[src/rtl/rvfi_seq_pkg.sv]
// Shared types and helpers for the formal-run sequencer.
package rvfi_seq_pkg;

    localparam int MAX_NRET = 8;
    localparam int PC_W     = $clog2(MAX_NRET + 1);

    typedef enum logic [1:0] {
        S_RESET = 2'd0,
        S_WARM  = 2'd1,
        S_CHECK = 2'd2,
        S_DONE  = 2'd3
    } seq_state_t;

    function automatic logic [PC_W-1:0] popcount(input logic [MAX_NRET-1:0] v);
        logic [PC_W-1:0] n;
        n = '0;
        for (int i = 0; i < MAX_NRET; i++) begin
            n = n + PC_W'(v[i]);
        end
        return n;
    endfunction

endpackage

[src/rtl/rvfi_sat_counter.sv]
// Saturating accumulator: clears on clr, otherwise adds inc and clamps at all-ones.
module rvfi_sat_counter #(
    parameter int W = 16
) (
    input  logic         clock_i,
    input  logic         reset_i,
    input  logic         clr_i,
    input  logic [W-1:0] inc_i,
    output logic [W-1:0] q_o
);

    logic [W-1:0] q_q;
    logic [W:0]   sum;

    // Carry-out of the widened sum means the add would wrap, so clamp instead.
    assign sum = {1'b0, q_q} + {1'b0, inc_i};

    always_ff @(posedge clock_i) begin
        if (reset_i || clr_i) begin
            q_q <= '0;
        end else if (sum[W]) begin
            q_q <= '1;
        end else begin
            q_q <= sum[W-1:0];
        end
    end

    assign q_o = q_q;

endmodule

[src/rtl/rvfi_check_sequencer.sv]
// Sequences one formal check run (DUT reset, warm-up, check window, done) and
// tracks retirement counts and retire stalls.
//   state   | meaning
//   S_RESET | dut_reset held for RESET_CYCLES
//   S_WARM  | warm-up, SKIP_CYCLES long
//   S_CHECK | check asserted for CHECK_CYCLES
//   S_DONE  | run complete, terminal until reset
module rvfi_check_sequencer
    import rvfi_seq_pkg::*;
#(
    parameter int NRET         = 1,
    parameter int RESET_CYCLES = 1,
    parameter int SKIP_CYCLES  = 10,
    parameter int CHECK_CYCLES = 1,
    parameter int STALL_LIMIT  = 16,
    parameter int CNT_W        = 16
) (
    input  logic             clock,
    input  logic             reset,
    input  logic [NRET-1:0]  rvfi_valid,
    output logic             dut_reset,
    output logic             check,
    output logic             done,
    output logic             stall,
    output logic [CNT_W-1:0] cycle_count,
    output logic [CNT_W-1:0] retire_count
);

    if (RESET_CYCLES < 1) begin : g_err_reset_cycles
        $error("RESET_CYCLES must be >= 1");
    end
    if (CHECK_CYCLES < 1) begin : g_err_check_cycles
        $error("CHECK_CYCLES must be >= 1");
    end
    if (NRET < 1 || NRET > MAX_NRET) begin : g_err_nret
        $error("NRET must be in 1..8");
    end
    if (CNT_W < PC_W) begin : g_err_cnt_w
        $error("CNT_W too narrow for a per-cycle retire count");
    end

    localparam logic [31:0] RST_LAST   = 32'(RESET_CYCLES - 1);
    localparam logic [31:0] SKIP_LAST  = 32'(SKIP_CYCLES - 1);
    localparam logic [31:0] CHECK_LAST = 32'(CHECK_CYCLES - 1);
    localparam logic [31:0] STALL_LIM  = 32'(STALL_LIMIT);

    seq_state_t       state_q, state_d;
    logic [CNT_W-1:0] phase_q, phase_d;
    logic             dut_reset_q, check_q, done_q, stall_q;

    logic             active;
    logic             counting;
    logic             any_valid;
    logic             stall_set;
    logic [CNT_W-1:0] cycle_inc;
    logic [CNT_W-1:0] retire_inc;
    logic [CNT_W-1:0] stall_inc;
    logic [CNT_W-1:0] stall_cnt;

    always_comb begin
        state_d = state_q;
        case (state_q)
            S_RESET: if (32'(phase_q) == RST_LAST) begin
                state_d = (SKIP_CYCLES == 0) ? S_CHECK : S_WARM;
            end
            S_WARM:  if (32'(phase_q) == SKIP_LAST)  state_d = S_CHECK;
            S_CHECK: if (32'(phase_q) == CHECK_LAST) state_d = S_DONE;
            S_DONE:  state_d = S_DONE;
            default: state_d = S_RESET;
        endcase

        // Phase restarts on every transition and parks at zero once done.
        if (state_d != state_q || state_q == S_DONE) begin
            phase_d = '0;
        end else begin
            phase_d = phase_q + CNT_W'(1);
        end
    end

    assign active    = (state_q != S_RESET);
    assign counting  = (state_q == S_WARM) || (state_q == S_CHECK);
    assign any_valid = |rvfi_valid;

    // A retirement in the limit cycle clears the counter and suppresses the flag.
    assign stall_set = (STALL_LIMIT != 0) && (32'(stall_cnt) >= STALL_LIM)
                       && !(counting && any_valid);

    always_ff @(posedge clock) begin
        if (reset) begin
            state_q     <= S_RESET;
            phase_q     <= '0;
            dut_reset_q <= 1'b1;
            check_q     <= 1'b0;
            done_q      <= 1'b0;
            stall_q     <= 1'b0;
        end else begin
            state_q     <= state_d;
            phase_q     <= phase_d;
            dut_reset_q <= (state_d == S_RESET);
            check_q     <= (state_d == S_CHECK);
            done_q      <= (state_d == S_DONE);
            stall_q     <= stall_q | stall_set;
        end
    end

    assign cycle_inc  = {{(CNT_W-1){1'b0}}, active};
    assign retire_inc = active ? CNT_W'(popcount(MAX_NRET'(rvfi_valid))) : '0;
    assign stall_inc  = {{(CNT_W-1){1'b0}}, counting};

    rvfi_sat_counter #(.W(CNT_W)) u_cycle_cnt (
        .clock_i (clock),
        .reset_i (reset),
        .clr_i   (!active),
        .inc_i   (cycle_inc),
        .q_o     (cycle_count)
    );

    rvfi_sat_counter #(.W(CNT_W)) u_retire_cnt (
        .clock_i (clock),
        .reset_i (reset),
        .clr_i   (!active),
        .inc_i   (retire_inc),
        .q_o     (retire_count)
    );

    rvfi_sat_counter #(.W(CNT_W)) u_stall_cnt (
        .clock_i (clock),
        .reset_i (reset),
        .clr_i   (!active || (counting && any_valid)),
        .inc_i   (stall_inc),
        .q_o     (stall_cnt)
    );

    assign dut_reset = dut_reset_q;
    assign check     = check_q;
    assign done      = done_q;
    assign stall     = stall_q;

endmodule

[config.mk]
export PLATFORM = sky130hd
export DESIGN_NAME = rvfi_check_sequencer
export DESIGN_NICKNAME = d
export VERILOG_FILES = /design/src/rtl/rvfi_seq_pkg.sv /design/src/rtl/rvfi_sat_counter.sv /design/src/rtl/rvfi_check_sequencer.sv
export SDC_FILE = /design/constraint.sdc
export NUM_CORES = 1
export LEC_CHECK = 0
export CAP_MARGIN = 40
export CORE_MARGIN = 2
export CORE_UTILIZATION = 56
export DETAILED_ROUTE_END_ITERATION = 7
export PLACE_DENSITY = 0.8
export SYNTH_ARGS = -nofsm -noshare
export SYNTH_HDL_FRONTEND = slang
export SYNTH_SLANG_ARGS = --single-unit
export TNS_END_PERCENT = 10
[constraint.sdc]
create_clock -name clock -period 2.9 [get_ports clock]
set_input_delay 0.435 -clock clock [delete_from_list [all_inputs] [get_ports clock]]
set_output_delay 0.435 -clock clock [all_outputs]
set_load 0.02 [all_outputs]
# Yosys cells after proc, flatten, opt, wreduce, memory -nomap -nowiden
# Index checks and enable logic that the tools add are counted.
totals:
  output_inout_bits: 36
  mem_bits_ro: 0
  latchBits: 0
  in_bits: 3
  memories: 0
  ramBits: 0
  ff_bits: 70
  elab_cells: 44
classes:
  eq_ne: 7
  div: 0
  add_sub_neg: 4
  shift: 0
  multipliers: 0
  bitwise_logic: 1
  magnitude_cmp: 1
  muxes: 8
  n_reduce_logical: 14
op_table:
  columns: ["operator", "n"]
  rows:
  - ["adder 16 x 1 -> 17 bit", 3]
  - ["2-to-1 mux 16 bit", 3]
  - ["adder 16 x 1 -> 16 bit (second input constant)", 1]
  - ["== test 16 x 4 -> 1 bit (second input constant)", 1]
  - ["greater-or-equal comparator 16 x 5 -> 1 bit (second input constant)", 1]
  - ["zero test 16 bit", 1]
  - ["== test 2 bit (second input constant)", 4]
  - ["case mux 2 bit (4 select lines)", 1]
  - ["2-to-1 mux 2 bit", 3]
  - ["logical OR 1 bit", 5]
  - ["zero test 2 bit", 2]
  - ["== test 2 x 1 -> 1 bit (second input constant)", 1]
  - ["logical AND 1 bit", 2]
  - ["zero test 1 bit", 2]
  - ["!= test 2 bit", 1]
  - ["nonzero test 2 bit", 1]
  - ["OR reduction 2 bit", 1]
  - ["2-to-1 mux 1 bit", 1]
  - ["bitwise OR 1 bit", 1]

# Logic depth before layout (Yosys ltp)
# Gate-level depths: netlist of the first run.
logic_depth:
  depth_word: 6
  depth_mapped: 12
  mapped_depth_nobuf: 10

# Modules after synthesis
# From an unflattened synthesis of the first run, not the netlist that was laid out.
unflattened:
  cells_unflattened: 530
  area_unflattened_um2: 4745.8
by_module_without_submodules:
  columns: ["module", "instances", "seq_area_each_um2", "cells_per_inst", "area_each_um2"]
  rows:
  - ["rvfi_sat_counter", 3, 320.3, 133, 1183.6]
  - ["rvfi_check_sequencer", 1, 440.4, 131, 1194.9]

# Worst setup path before layout of the first run
# OpenSTA, ideal clock, no wires.
synth_path:
  path_type: "flip-flop to flip-flop"
  startpoint: "register state_q[0]"
  endpoint: "register u_retire_cnt.q_q[10] (netlist: u_retire_cnt.q_o[10])"
  setup_ns: 0.070
  arrival_time_ns: 2.239
  stages_incl_launch_ff: 13
  t_required_ns: 2.830
  period_less_slack_ns: 2.310
  slack_ns: 0.590
  path_buffers: 2
  path_cell_list: "dfxtp_1 -> inv_1 -> ha_1 -> clkbuf_8 -> nor2b_1 -> ha_1 -> ha_1 -> and3_2 -> nand3_4 -> nor3_2 -> nand3_2 -> buf_6 -> a21oi_1"
synth_via:
  elab_chain_len: 4
  word_cells_on_any_way: 6
  cone_classes: "add/sub (1); mux (2); reduce/logical (3)"
synth_lines:
  columns: ["element", "line_no", "source"]
  rows:
  - ["start, declared", "rvfi_check_sequencer.sv:47", "seq_state_t state_q, state_d;"]
  - ["start signal, assigned", "rvfi_check_sequencer.sv:97", "state_q <= state_d;"]
  - ["nonzero test 2 bit (*)", "rvfi_check_sequencer.sv:80", "assign active = (state_q != S_RESET);"]
  - ["2-to-1 mux 1 bit", "rvfi_check_sequencer.sv:107", "assign retire_inc = active ? CNT_W'(popcount(MAX_NRET'(rvfi_valid))) : '0;"]
  - ["adder 16 x 1 -> 17 bit", "rvfi_sat_counter.sv:16", "assign sum = {1'b0, q_q} + {1'b0, inc_i};"]
  - ["2-to-1 mux 16 bit", "rvfi_sat_counter.sv:21", "end else if (sum[W]) begin"]
  - ["end signal, assigned", "rvfi_sat_counter.sv:24", "q_q <= sum[W-1:0];"]
  - ["end, declared", "rvfi_sat_counter.sv:12", "logic [W-1:0] q_q;"]
# Mark *: on every way between the ends. The rest lies on a longest branch, timed or not.
# A chain may end at the register's enable or synchronous reset.

# Worst setup path in the final report of the first run
layout_path:
  startpoint: "register state_q[0]"
  endpoint: "register u_retire_cnt.q_q[1] (netlist: u_retire_cnt.q_o[1])"
# Same word-level chain as after synthesis.

==> flow_results.org, run 1 <==
** Placed design
- Total placed cells including tap cells :: 477
- Summed over all nets, the half-perimeter wirelength after detailed placement is approximately 4.5 mm.
- In this run the tool buffered the top-level ports with 38 buffer cells.
- Prior to clock tree synthesis, the placed netlist has a worst setup slack of 0.244 ns.
- The congestion estimate from routability-driven global placement came to 0.810.

** Global routing
- Total gr overflow :: 0
- For this run, the total global-route usage over all layers was measured as 21.3%.
- Number of global-route vias before repair :: 2468
- Maximum number of pins on one net before global-route repair :: 30
- Antenna violations before repair :: 0
- The first global-routing pass estimated 10.9 mm of wire.

** Synthesis
- Synth unique cells :: 50
- In the post-synthesis netlist, the cell with the most instances is dfxtp_1.
- Synth warn :: 0
- After synthesis, the cell types taking the most area are dfxtp_1 (42%), a21oi_1 (6.0%), xnor2_1 (5.5%), xor2_1 (5.2%), ha_1 (4.9%).
- For this run, the leading register cell type out of synthesis is dfxtp_1.
- Synth area leader :: dfxtp_1
- Top post-synthesis cells by count :: dfxtp_1 (70), a21oi_1 (40), nor2_1 (36), nand3_1 (26), nand2_1 (24)
- After synthesis, flip-flops and latches occupy roughly two fifths of the total area.
- Synthesis produced a netlist with a net count of 389.
- Share of flip-flops with an asynchronous set or reset :: 0%
- The synthesized design contains 0 enable-type register cells.
- After technology mapping, the gate count stands at approximately 370.
- Summing every instance area after synthesis gives about 3300 um2.
- Post-Synthesis Mean Instance Area :: 8.95 um2
- Flop and latch count out of synthesis :: 70
- In this run the biggest area consumer among cell types represents a little over two fifths of the synthesized area.

** Detailed routing
- Total number of vias :: 2703
- WL per Instance :: 13.0 um
- Routed wire length :: 6.43 mm
- The pre-antenna-repair detailed-routing pass consisted of 4 iterations.
- In the routed design, unresolved DRC markers number 0.
- For this block, the initial DRC count from the detailed router was 85.
- After detailed routing, the number of vias per cell comes to 5.48.
- The count of nets left with antenna violations once routing finished came out at 0.

** Worst setup path
- CP bufs+invs :: 1
- The worst register-to-register path begins at state_q[0]$_SDFF_PP0_.
- Most frequent cell on the critical path :: ha_1
- Data arrives at the worst endpoint at 2.94 ns.
- Register-to-register setup slack :: 0.23 ns
- The worst setup path is captured at a flop.
- In this design, the stage delay of the slowest critical-path cell is 0.46 ns.
- Crit path cell chain :: inv_1, ha_1, nor2b_1, ha_1, ha_1, and3_2, nand3_4, nor3_2, nand3_2, a21oi_1
- In this run the worst path has a maximum fanout of 13.
- The number of cells on the worst reg-to-reg path is 10.
- Critical Path Start Type :: flop
- Among all stages on the critical path, the largest delay is contributed by dfxtp_1.
- The kind of cell with the highest combined delay along the critical path is simple AND/OR/NAND/NOR gates.
- Type of the setup path with the least slack :: reg2reg
- Reg-to-reg endpoint :: u_retire_cnt.q_o[1]$_SDFF_PP0_
- For the worst setup path, the data required time is ~3.2 ns.

** STA
- RSZ-0062 raised after global routing :: false
- For the pin with the worst max-slew slack, the measured transition is between 0.5 and 0.6 ns.
- Smallest hold slack :: around 0.50 ns
- Fin crit share :: 92.1%
- The max-slew violation total from the final report came to 0.
- Crit path setup slack, layout :: 0.230 ns
- Between clock sinks in the finished design, the worst skew comes to 0.00851 ns.
- F_max :: 0.374 GHz
- Final critical-path required period :: ~2.7 ns
- Setup violations remaining at the end of the flow were counted as 0.
- The worst pin sits at a relative slew slack of ~63%.
- In the final timing run, aggregate negative setup slack is 0 ns.
- The number of hold violations in the final report is 0.

** Cells and area
- The finished layout holds around 490 standard cells, fillers aside.
- Fraction of layout cells with a size suffix above 1 :: 9.57%
- Ant diodes :: 0
- From synthesis to final layout, the design area changed by 17.9%.
- At the end of the flow, the number of nets in the layout was ~430.

** Clocking
- Clk Latency, worst-skew pair :: 0.34 ns
- Number of levels the H-tree was split into :: 3
- Post-CTS setup-driven buffer insertion count :: 0
- Cts hold-fix bufs :: 0
- TritonCTS clock tree :: done
- Buffers inserted during clock tree synthesis total 9.
- Clock root buffer master :: clkbuf_8
- Clock-pin slew on the worst setup and hold paths :: 0.07 ns
- Number of gates given a new drive strength after cts :: 0
- No sink is reached through more buffers than the 2 on the longest clock path.
- CTS sink count :: 70

** Min path
- Counting instances, the worst hold path has a depth of 2.
- The path with the worst hold slack has its endpoint at stall$_SDFF_PP0_.
- Critical hold path startpoint :: stall$_SDFF_PP0_
- Tightest Hold Check Type :: reg2reg

** Outcome
- The flow ran to the end, and the final reports show no timing, DRC or antenna violations.

** Flow run
- Max-Cap Viols :: 0

** Floorplan
- The initial utilization of the core area, before any placement, comes to between 50% and 60%.
- Core outline area :: 5850 um2
- Die Width :: just over 80 um
- Die footprint :: ~6600 um2
- Top-Level Pins :: 39
- Die Y :: 81.2 um
- In this run the core area contains 28 standard-cell rows.

** Pwr
- Peak supply drop :: 0.395 mV
- The design draws 2130 uW.
- For this design the static power due to leakage is roughly 0.0014 uW.
- Dividing total power by cell area gives a power density of 542 nW/um2.
[flip-flops by register name (all words and copies together), names as in the netlist]
signal	flops
check	1
done	1
dut_reset	1
phase_q	16
stall	1
state_q	2
u_cycle_cnt.q_o	16
u_retire_cnt.q_o	16
u_stall_cnt.q_o	16
[per-stage QoR]
stage	cell area, um2	util, %
after CTS	3940	67.3
after detailed placement	3750	64.1
after floorplan	3340	-
final	3940	67.3
after global routing	3940	67.3
after global placement	3750	64.1
[how the worst max path moves through the flow]
stage	endpoint	cells after the start	slack, ns	startpoint
finish	u_retire_cnt.q_o[1]$_SDFF_PP0_	10	0.23	state_q[0]$_SDFF_PP0_
global route	u_retire_cnt.q_o[11]$_SDFF_PP0_	10	0.04	state_q[0]$_SDFF_PP0_
CTS	u_retire_cnt.q_o[1]$_SDFF_PP0_	10	0.26	state_q[0]$_SDFF_PP0_
floorplan	u_retire_cnt.q_o[10]$_SDFF_PP0_	12	0.59	state_q[0]$_SDFF_PP0_
detailed placement	u_retire_cnt.q_o[1]$_SDFF_PP0_	9	0.24	rvfi_valid
global placement	u_retire_cnt.q_o[11]$_SDFF_PP0_	9	0.28	rvfi_valid
[worst min-delay path, stage by stage, from the launching register on]
cell and delay, ns:
dfxtp_1 0.35, a21oi_1 0.05, nor2_1 0.07
[cell type report]
cell class | instances | area (um2)
clock buffer | 13 | 169
tap | 75 | 93.8
clock inverter | 3 | 17.5
fill | 483 | 1910
inverter | 19 | 71.3
timing repair buffer | 40 | 395
sequential | 70 | 1400
multi-input combinational | 273 | 1790
[per-layer routing]
| layer | track usage (%) | share of wire [%] |
|---|---|---|
| met2 | 35.9 | 50 |
| met4 | 10.7 | 1.9 |
| met1 | 25.7 | 46 |
| met3 | 4.67 | 2.8 |
| met5 | 0 | 0 |
[kinds of logic after synthesis]
logic type / Yosys count / share of synthesized area [%]
muxes: 2 / 0.600
AOI/OAI and AO/OA: 64 / 11.5
DFF: 70 / 42.0
buffers and inverters: 30 / 4.46
and+or+nand+nor: 153 / 25.8
adders and majority gates: 13 / 4.87
xor gates and xnor gates: 41 / 10.8
[cell usage in the layout (no fill, tap or decap), drive strengths merged, types with 4 or more instances in the layout]
cell type,n
nand3,28
nor3,19
o21ai,5
nand4,12
nor3b,4
and4,4
nor2,41
clkdlybuf4s50,38
xnor2,21
nor4,5
xor2,20
nand2,24
clkbuf,13
a21oi,40
dfxtp,70
a211oi,4
and3,7
a31oi,5
ha,13
inv,19
[power breakdown]
part | switching [uW] | total [uW] | leakage (uW) | internal, uW
sequential | 35.5 | 1030 | 0.000565 | 994
clock | 345 | 723 | 0.0000954 | 378
combinational | 243 | 382 | 0.000701 | 139
(Power assumes the default switching activity.)
==> run 2: changes to the inputs <==
Settings changed: CORE_MARGIN 2 to not set.
==> flow_results.org, run 2 (same netlist as run 1, synthesis figures left out) <==
** Worst setup path
- Data required time at the worst endpoint :: about 3.2 ns
- The slowest stage of the critical path is the dfxtp_1 cell.
- Reg-to-reg endpoint :: u_retire_cnt.q_o[11]$_SDFF_PP0_
- Most frequent cell on the critical path :: ha_1
- Type of the setup path with the least slack :: reg2reg
- Reg-to-reg critical path startpoint :: state_q[0]$_SDFF_PP0_
- Type of element capturing the critical path :: flop
- CP peak stage delay :: 0.45 ns
- For the worst setup path, the data arrival time is ~2.9 ns.
- Register-to-register setup slack :: 0.28 ns
- Crit Path Max Fanout :: 13
- Walking the worst path, the cells encountered are inv_1, ha_1, nor2b_1, ha_1, ha_1, and3_2, nand3_4, nor3_2, nand3_2, a31oi_1.
- CP bufs+invs :: 1
- Broken down by cell family, the worst path's largest delay share belongs to simple AND/OR/NAND/NOR gates.
- Critical Path Start Type :: flop
- The worst register-to-register path has a depth of 10.

** STA
- On the final layout, the worst clock skew is 0.00995 ns.
- Crit path setup slack, layout :: 0.282 ns
- The worst pin sits at a relative slew slack of 62.2%.
- F_max :: 0.382 GHz
- Transition time at the pin with the least slew margin :: 0.568 ns
- The max-slew violation total from the final report was 0.
- Final hold analysis gives a worst-case slack of 0.493 ns.
- The number of hold violations in the final report was 0.
- Fin crit share :: between 90% and 100%
- RSZ-0062 raised after global routing :: false
- Setup violations remaining at the end of the flow were counted as 0.
- Final critical-path required period :: between 2 and 3 ns
- Summed over all failing endpoints, the final setup total negative slack is 0 ns.

** Cells and area
- The net count of the finished layout is about 430.
- Excluding fillers, the count of instances in the completed layout stands at 490.
- Most frequent cells in the layout :: dfxtp_1 (70), a21oi_1 (40), clkdlybuf4s50_1 (38)
- Area Growth Syn to Fin :: 19.2%
- The number of antenna diodes in the final layout is 0.
- Fraction of layout cells with a size suffix above 1 :: between 9 and 10%
- Leaving out fill and tap cells, the most frequent cell in the layout is dfxtp_1.

** Placed design
- During placement, the flow inserted port buffers numbering 38.
- Post-place setup slack :: 0.240 ns
- The wire-length estimate of the detail-placed layout is between 4 and 5 mm.
- Total placed cells including tap cells :: roughly 470
- Routability-driven placement finished with a final weighted congestion of 0.797.

** Global routing
- Maximum number of pins on one net before global-route repair :: 30
- The total overflow left after global routing is 0.
- The number of antenna violations at the first check in global routing was 0.
- First-pass GRT wire length :: 11.4 mm
- In the global route stage, overall resource usage came out at 22.8%.
- The via count of the first global-routing pass came to 2619.

** Min path
- The worst hold path terminates at stall$_SDFF_PP0_.
- The worst hold path was traced through 2 stages.
- Tightest Hold Check Type :: reg2reg
- Critical hold path startpoint :: stall$_SDFF_PP0_

** Floorplan
- The floorplan step set the die height to 79.2 um.
- Die Width :: 79.2 um
- Die footprint :: 6270 um2
- Once the floorplan was initialized, standard cells occupied 59.2% of the core.
- Top-Level Pins :: 39
- FP Rows :: 27
- Core outline area :: 5640 um2

** Flow run
- Max-Cap Viols :: 0

** Detailed routing
- Routed wire length :: around 6.6 mm
- WL per Instance :: 13.4 um
- Number of routed nets with antenna violations :: 0
- Via density per instance :: 5.71
- Number of remaining DRC errors :: 0
- Iteration-0 DRC Markers :: a little over 100
- Total number of vias :: 2799
- The pre-antenna-repair detailed-routing pass consisted of 4 iterations.

** Clocking
- After clock tree synthesis, the clock-pin slew on the worst setup and hold paths is 0.08 ns.
- After clock tree synthesis, the repair step resized 0 gates.
- TritonCTS clock tree :: done
- Cts hold-fix bufs :: 0
- No sink is reached through more buffers than the 2 on the longest clock path.
- Clock buffer count from CTS :: 9
- The cell sitting at the root of the clock tree is a clkbuf_8.
- Clk Latency, worst-skew pair :: 0.34 ns
- Post-CTS setup-driven buffer insertion count :: 0
- The tree built by TritonCTS fans out to 70 sinks.
- The H-tree was split into 3 levels.

** Pwr
- Power per cell area :: 582 nW/um2
- P_leak :: around 0.0014 uW
- Overall power consumption after layout is estimated at 2320 uW.
- Across the VDD grid, the largest voltage drop is 0.405 mV.

** Outcome
- Result of the run :: completed
-- run 2: changes by cell type in the layout (fill, tap and decap cells not counted), sizes merged --
cell / before / now
bufinv: 0 / 2
clkbuf: 13 / 11
-- run 2: worst max path at each step --
stage	from	end	slack, ns	cells past startpoint
CTS	state_q[0]$_SDFF_PP0_	u_retire_cnt.q_o[11]$_SDFF_PP0_	0.29	10
detailed placement	rvfi_valid	u_retire_cnt.q_o[11]$_SDFF_PP0_	0.24	9
finish	state_q[0]$_SDFF_PP0_	u_retire_cnt.q_o[11]$_SDFF_PP0_	0.28	10
global route	state_q[0]$_SDFF_PP0_	u_retire_cnt.q_o[0]$_SDFF_PP0_	0.09	10
floorplan	state_q[0]$_SDFF_PP0_	u_retire_cnt.q_o[10]$_SDFF_PP0_	0.59	12
global placement	rvfi_valid	u_retire_cnt.q_o[11]$_SDFF_PP0_	0.30	9
-- run 2: final cells by class --
type                    instances  area (um2)
clock inverters                 5        81.3
multi-input cells             273        1790
well taps                      72        90.1
fillers                       460        1660
repair buffers                 40         395
flip-flops and latches         70        1400
clock buffers                  11         151
inverters                      19        71.3
-- run 2: layer usage --
layer / share of wire, % / track usage [%]
met2: 49 / 38.8
met4: 1.0 / 9.27
met1: 47 / 27.8
met5: 0 / 0
met3: 3.2 / 4.83
-- run 2: worst reg2reg max path, stage by stage, from the launching register on --
cell and delay [ns]:
dfxtp_1 0.45, inv_1 0.12, ha_1 0.33, nor2b_1 0.16, ha_1 0.18, ha_1 0.17, and3_2 0.24, nand3_4 0.12
nor3_2 0.27, nand3_2 0.28, a31oi_1 0.23
-- run 2: per-stage QoR --
stage	utilization (%)	area, um2
2_1_floorplan	-	3340
3_3_place_gp	66.4	3750
3_5_place_dp	66.4	3750
4_1_cts	70.5	3980
5_1_grt	70.5	3980
6_report	70.5	3980
-- run 2: report_power, final --
group	leakage [uW]	total, uW	internal [uW]	switching (uW)
Sequential	0.000565	1030	994	34.3
Clock	0.000116	903	531	371
Combinational	0.000701	385	139	245
